[src/rtl/scoreboard_hazard_unit.sv]
// ID-stage hazard unit: load-use detection, a register scoreboard for one outstanding
// multi-cycle op, structural blocking, a multi-cycle watchdog and a stall-cycle counter.
module scoreboard_hazard_unit #(
    parameter int unsigned MC_TIMEOUT = 64
) (
    input  logic        clk,
    input  logic        rst,
    input  logic        id_valid,
    input  logic [4:0]  id_rs1,
    input  logic [4:0]  id_rs2,
    input  logic        id_rs1_used,
    input  logic        id_rs2_used,
    input  logic [4:0]  id_rd,
    input  logic        id_reg_write,
    input  logic        id_is_load,
    input  logic        id_is_mc,
    input  logic        flush,
    input  logic        mc_done,
    input  logic [4:0]  mc_rd,
    output logic        stall,
    output logic        issue,
    output logic        mc_start,
    output logic [1:0]  stall_cause,
    output logic [31:0] sb_busy,
    output logic        mc_timeout,
    output logic [15:0] stall_count
);

    localparam logic [1:0] CauseNone    = 2'd0;
    localparam logic [1:0] CauseLoadUse = 2'd1;
    localparam logic [1:0] CauseSb      = 2'd2;
    localparam logic [1:0] CauseStruct  = 2'd3;

    logic [4:0]  ex_rd_q, ex_rd_d;
    logic        ex_load_q, ex_load_d;
    logic [31:0] sb_q, sb_d;
    logic        mc_busy_q, mc_busy_d;
    logic [7:0]  mc_cnt_q, mc_cnt_d;
    logic [15:0] stall_cnt_q, stall_cnt_d;

    logic        mc_done_eff;
    logic [31:0] done_mask;
    logic [31:0] sb_eff;
    logic        load_use;
    logic        sb_hazard;
    logic        struct_hazard;

    // A completion is only meaningful while an op is outstanding; otherwise it is ignored.
    always_comb begin
        mc_done_eff = mc_done & mc_busy_q;
        done_mask   = '0;
        if (mc_done_eff) begin
            done_mask[mc_rd] = 1'b1;
        end
        sb_eff = sb_q & ~done_mask & 32'hFFFF_FFFE;
    end

    always_comb begin
        load_use = ex_load_q && (ex_rd_q != 5'd0) &&
                   ((id_rs1_used && (id_rs1 == ex_rd_q)) ||
                    (id_rs2_used && (id_rs2 == ex_rd_q)));
        sb_hazard = (id_rs1_used & sb_eff[id_rs1]) |
                    (id_rs2_used & sb_eff[id_rs2]) |
                    (id_reg_write & sb_eff[id_rd]);
        struct_hazard = id_is_mc & mc_busy_q & ~mc_done_eff;
    end

    always_comb begin
        stall    = id_valid & ~flush & (load_use | sb_hazard | struct_hazard);
        issue    = id_valid & ~flush & ~stall;
        mc_start = issue & id_is_mc;

        stall_cause = CauseNone;
        if (stall) begin
            if (load_use) begin
                stall_cause = CauseLoadUse;
            end else if (sb_hazard) begin
                stall_cause = CauseSb;
            end else begin
                stall_cause = CauseStruct;
            end
        end
    end

    always_comb begin
        ex_rd_d   = issue ? id_rd : 5'd0;
        ex_load_d = issue & id_is_load & id_reg_write;

        sb_d      = sb_q;
        mc_busy_d = mc_busy_q;
        mc_cnt_d  = mc_cnt_q;

        if (mc_done_eff) begin
            sb_d[mc_rd] = 1'b0;
            mc_busy_d   = 1'b0;
        end
        if (mc_busy_q && (mc_cnt_q != 8'hFF)) begin
            mc_cnt_d = mc_cnt_q + 8'd1;
        end
        // Applied after the clear so a same-register restart keeps its bit set.
        if (mc_start) begin
            mc_busy_d = 1'b1;
            mc_cnt_d  = 8'd0;
            if (id_reg_write && (id_rd != 5'd0)) begin
                sb_d[id_rd] = 1'b1;
            end
        end
        sb_d[0] = 1'b0;

        stall_cnt_d = stall_cnt_q;
        if (stall && (stall_cnt_q != 16'hFFFF)) begin
            stall_cnt_d = stall_cnt_q + 16'd1;
        end
    end

    always_ff @(posedge clk) begin
        if (rst) begin
            ex_rd_q     <= 5'd0;
            ex_load_q   <= 1'b0;
            sb_q        <= '0;
            mc_busy_q   <= 1'b0;
            mc_cnt_q    <= 8'd0;
            stall_cnt_q <= 16'd0;
        end else begin
            ex_rd_q     <= ex_rd_d;
            ex_load_q   <= ex_load_d;
            sb_q        <= sb_d;
            mc_busy_q   <= mc_busy_d;
            mc_cnt_q    <= mc_cnt_d;
            stall_cnt_q <= stall_cnt_d;
        end
    end

    assign sb_busy     = sb_q;
    assign stall_count = stall_cnt_q;
    assign mc_timeout  = mc_busy_q && ({24'd0, mc_cnt_q} >= MC_TIMEOUT);

endmodule

[config.mk]
export PLATFORM = sky130hd
export DESIGN_NAME = scoreboard_hazard_unit
export DESIGN_NICKNAME = d
export VERILOG_FILES = /design/src/rtl/scoreboard_hazard_unit.sv
export SDC_FILE = /design/constraint.sdc
export NUM_CORES = 1
export LEC_CHECK = 0
export ABC_AREA = 1
export BUFFER_PORTS_ARGS = -buffer_cell sky130_fd_sc_hd__buf_2
export CAP_MARGIN = 40
export CORE_MARGIN = 2
export CORE_UTILIZATION = 26
export CTS_CLUSTER_DIAMETER = 100
export DETAILED_ROUTE_END_ITERATION = 6
export GPL_TIMING_DRIVEN = 0
export RECOVER_POWER = 50
export REMOVE_ABC_BUFFERS = 1
export SYNTH_ARGS = -nofsm -noshare
export SYNTH_HDL_FRONTEND = slang
export SYNTH_SLANG_ARGS = --single-unit
[constraint.sdc]
create_clock -name clk -period 2.5 [get_ports clk]
set_input_delay 0.375 -clock clk [delete_from_list [all_inputs] [get_ports clk]]
set_output_delay 0.375 -clock clk [all_outputs]
set_load 0.05 [all_outputs]
Word-level counts from Yosys, hierarchy flattened
Index checks and enable logic that the tools add are counted.

Register bits after elaboration: 63. Input port bits: 30. Output and inout port bits: 54. Logic and storage cells: 80.

Add/sub/neg operators: 2. $lt $le $gt $ge: 7. Equality and inequality tests: 4. Muxes and demuxes: 19. Bitwise operators: 25. Reduce and logical (&&, ||, !) cells: 16.

Operators by type and width (number): 32-bit 2-to-1 mux (4); 32-bit AND (2); 32-bit inverter (2); 32-bit OR (1); 5-bit by 6-bit < comparator with 1-bit output (second input constant) (4); 16-bit by 1-bit adder with 16-bit output (second input constant) (1); 16-bit inequality test (second input constant) (1); 1-bit binary-select mux with 5-bit select (3); 1-bit AND (12); 1-bit demux with 5-bit select (2); 5-bit == test (2); 5-bit by 1-bit >= comparator with 1-bit output (second input constant) (2); 1-bit logical AND (10); 5-bit nonzero test (2); 8-bit by 1-bit adder with 8-bit output (second input constant) (1); 8-bit by 7-bit >= comparator with 1-bit output (second input constant) (1); 1-bit 2-to-1 mux (8); 8-bit inequality test (second input constant) (1); 2-bit 2-to-1 mux (2); 1-bit inverter (4); 1-bit OR (4); 2-bit OR reduction (2); 2-bit nonzero test (1); 1-bit logical OR (1).

Longest topological paths before layout
Word-level depth: 19. Mapped depth: 19. Depth with buffers taken out: 19.

Worst setup path after synthesis
OpenSTA, ideal clock, no wires.

Path kind: input to output. From: in id_rs1[1]. To: out stall_cause[0]. Arrival time: 2.562 ns. Data required time: 2.125 ns. Setup slack: -0.437 ns. Stages on the path: 12. Buffers on the path: 2. Path through: buf_2 clkinv_1 a221oi_1 nand3_1 nand2_1 nand2_1 inv_2 nor2_1 nand4_2 buf_2 nand2_1 a21oi_1.

Longest elaborated chain between the ends: 9. Elaborated cells between the ends (all ways): 15. Those cells by class: eq/ne: 1; mux: 5; bitwise: 6; reduce/logical: 3.

Ends and longest elaborated chain: start: declaration (line 9) `input logic [4:0] id_rs1,`; 1-bit binary-select mux with 5-bit select (line 62) `sb_hazard = (id_rs1_used & sb_eff[id_rs1]) |`; 1-bit 2-to-1 mux (implied by the code) (line 62); 1-bit AND (line 62); 1-bit OR (line 62); 1-bit OR (line 63) `(id_rs2_used & sb_eff[id_rs2]) |`; 1-bit OR (2 in a row) (line 69) `stall = id_valid & ~flush & (load_use | sb_hazard | struct_hazard);`; 1-bit AND (line 69); 2-bit 2-to-1 mux (*) (line 74) `if (stall) begin`; end: declaration (line 23) `output logic [1:0] stall_cause,`.

Every way passes the cells marked *; elsewhere a longest branch is shown, timed or not. The select of a mux whose other input is x is not followed.

Worst setup path in the final report
From: reg mc_busy_q. To: out stall_cause[0].

Longest elaborated chain between the ends: 13. Elaborated cells between the ends (all ways): 24. Those cells by class: mux: 10; bitwise: 14.

Ends and longest elaborated chain: start: declaration (line 37) `logic mc_busy_q, mc_busy_d;`; start signal: assignment (line 128) `mc_busy_q <= mc_busy_d;`; 1-bit AND (line 50) `mc_done_eff = mc_done & mc_busy_q;`; 32-bit 2-to-1 mux (line 52) `if (mc_done_eff) begin`; 32-bit inverter (line 55) `sb_eff = sb_q & ~done_mask & 32'hFFFF_FFFE;`; 32-bit AND (line 55); 1-bit binary-select mux with 5-bit select, on equally long branches (line 62, 63); 1-bit 2-to-1 mux, on equally long branches (line 62, 63); 1-bit AND, on equally long branches (line 62, 63); 1-bit OR (line 62); 1-bit OR (line 63); 1-bit OR (2 in a row) (line 69); 1-bit AND (line 69); 2-bit 2-to-1 mux (*) (line 74).

Marks and branches as above.

==> flow_metrics.env <==
export IMPL_mostFrequentLayoutCell="nand2_1"
export IMPL_crit_path_max_fanout=8
export IMPL_clock_skew_ps=5.67
export IMPL_setup_slack_ps=-451
export IMPL_grt_pass1_wl_um=30200
export IMPL_crit_required_ps=2120
export IMPL_antennaDiodeCount=0
export IMPL_routed_wl_um=19900
export IMPL_rsz0062_at_grt="yes"
export IMPL_mostFrequentLayoutCells="nand2_1, nand3_1, inv_1, dfxtp_1"
export IMPL_area_delta_synth_final_pct=42.5
export IMPL_rrSetupSlack_ps=-430
export IMPL_drcViolationCount=0
export IMPL_min_delay_path_class="in -> reg"
export IMPL_start_kind="flop"
export IMPL_ys_seq_area_share_pct=26.7
export IMPL_htree_num_levels=3
export IMPL_status="finished with violations"
export IMPL_wl_per_cell_um=17.7
export IMPL_clock_sinks=62
export IMPL_clock_path_buffers=2
export IMPL_setup_viol_count_final=45
export IMPL_violations="setup timing"
export IMPL_power_density_nw_per_um2=477
export IMPL_synth_top_flop_cell="dfxtp_1"
export IMPL_die_y_um=138
export IMPL_drive_above_1_share_pct=25.7
export IMPL_clock_root_buffer="clkbuf_16"
export IMPL_via_count=5967
export IMPL_synthesis_area_um2=4640
export IMPL_globalplace_congestion=0.951
export IMPL_relSlewSlack_pct=43.6
export IMPL_worst_pin_slew_ps=845
export IMPL_hold_end="ex_load_q"
export IMPL_post_synth_num_cell_types=36
export IMPL_leakagePower_uw=0.00278
export IMPL_cts_hold_buf=0
export IMPL_portBuffers=82
export IMPL_finalInstanceArea_um2=6620
export IMPL_path_class="reg -> out"
export IMPL_ys_warn_count=0
export IMPL_ir_drop_mv=0.331
export IMPL_finalCritPeriodShare_pct=118
export IMPL_grt_max_degree=36
export IMPL_syn_instance_count=760
export IMPL_drt_iter0_drc=659
export IMPL_path_clk_slew_ps=50
export IMPL_r2r_end="sb_busy[31]"
export IMPL_antenna_found_initial=0
export IMPL_grt_pass1_vias=5693
export IMPL_rows=48
export IMPL_cts_tree="yes"
export IMPL_die_x_um=138
export IMPL_die_area_um2=18900
export IMPL_slew_viol_final=0
export IMPL_numCtsBuffers=9
export IMPL_fin_tns_setup_ps=-4980
export IMPL_fin_crit_ps=2950
export IMPL_viasPerCell=5.33
export IMPL_dr_pass1_iters=5
export IMPL_end_kind="output port"
export IMPL_finalNetCount=922
export IMPL_start_util_pct=26.7
export IMPL_coreArea_um2=17400
export IMPL_clock_latency_ps=350
export IMPL_synth_seq_cells=62
export IMPL_rr_worst_depth=23
export IMPL_async_flop_share_pct=0
export IMPL_pin_count=84
export IMPL_grt_usage_pct=20.7
export IMPL_dp_hpwl_um=12500
export IMPL_min_path_cells=3
export IMPL_drtAntennaViolNets=0
export IMPL_place_area_um2=5250
export IMPL_overflow=0
export IMPL_fmax_ghz=0.339
export IMPL_arrival_ps=2580
export IMPL_synth_enable_flop_cells=0
export IMPL_final_hold_viol_count=0
export IMPL_maxCapViolCount=0
export IMPL_holdCritStartpoint="id_is_load"
export IMPL_avgSynthCellArea_um2=6.11
export IMPL_reg2reg_from="mc_busy_q"
[how the worst max path moves through the flow]
stage | start | endpoint | slack [ps]
finish | mc_busy_q | stall_cause[0] | -450
global route | mc_busy_q | mc_start | -540
CTS | mc_busy_q | mc_start | -350
detailed placement | id_rd[0] | mc_start | -2340
global placement | id_rd[0] | mc_start | -3400
floorplan | id_rd[0] | mc_start | -1640
[registers in the layout, summed over array words and instances (netlist names)]
signal,cells
ex_load_q,1
ex_rd_q,5
mc_busy_q,1
mc_cnt_q,8
sb_busy,31
stall_count,16
[metrics by stage]
step           worst slack, ps  std cells  hold slack, ps  total power (uW)  utilization, %
2_1_floorplan            -1640        724             437              1260               -
3_3_place_gp             -3400       1031             469              1430            29.8
3_5_place_dp             -2340       1036             475              1450            30.3
4_1_cts                   -347       1104             277              3060            36.3
5_1_grt                   -538       1120             321              3260            38.1
6_report                  -451       1120             273              3150            38.1
[area by class of cell]
cell class	instances	area (um2)
Multi-Input combinational cell	583	3320
Sequential cell	62	1240
Clock inverter	5	106
Clock buffer	11	243
Tap cell	225	282
Inverter	85	333
Timing Repair Buffer	149	1090
Fill cell	1799	10700
[critical path, stage by stage, from the launching register on]
cell and delay (ps):
dfxtp_2 330, nand2_4 130, nor2_4 60, buf_12 140, buf_6 120, nand2_4 80, nand2_4 50, inv_2 60
o21ai_2 60, o21ai_2 200, nand2_1 80, nor2_2 150, nand3_4 110, buf_4 160, nand4_4 90, nand2_4 90
a21oi_2 130, buf_6 170
[where the power goes]
| part | switching, uW | internal [uW] | leakage (uW) | total, uW |
|---|---|---|---|---|
| sequential | 6.89 | 996 | 0.000500 | 1000 |
| combinational | 430 | 229 | 0.00211 | 659 |
| clock | 490 | 1000 | 0.000166 | 1490 |
| total | 927 | 2230 | 0.00278 | 3150 |
[cells by family (layout without fill, tap and decap cells)]
| family | after synthesis | after routing | share of synthesized area [%] |
|---|---|---|---|
| other cells | 1 | 1 | 0.0808 |
| xor+xnor | 20 | 20 | 3.77 |
| simple gates | 447 | 453 | 44.5 |
| compound gates | 107 | 107 | 13.9 |
| fa+ha+maj | 2 | 2 | 0.539 |
| flops | 62 | 62 | 26.7 |
| buf+inv | 121 | 250 | 10.5 |
[layer usage]
metal | GRT usage, % | wire (um) | vias to the layer above
li1 | - | - | 2871
met1 | 26.7 | 8010 | 2714
met2 | 33.2 | 9020 | 310
met3 | 3.94 | 2000 | 72
met4 | 9.45 | 832 | 0
met5 | 0 | 0 | -
[repair_timing]
item,in CTS,in global routing
setup endpoints to repair,67,67
pin swaps,24,25
cloned,3,4
setup buffers,50,17
hold endpoints to repair,0,0
gates resized for setup,75,58
[Yosys cell counts (all sizes together) (2+ instances only)]
library cell | count | area, um2
inv | 84 | 315
buf | 16 | 92.6
ha | 2 | 25.0
clkbuf | 20 | 75.1
o22ai | 4 | 25.0
xor2 | 11 | 96.3
o21ai | 9 | 45.0
o31ai | 31 | 233
nand2 | 195 | 734
nand4 | 51 | 325
nand3 | 132 | 686
xnor2 | 9 | 78.8
nor3 | 8 | 40.0
a221oi | 3 | 26.3
a21oi | 56 | 284
nor2 | 58 | 258
dfxtp | 62 | 1240
No activity file was read; power rests on OpenSTA's default activity.
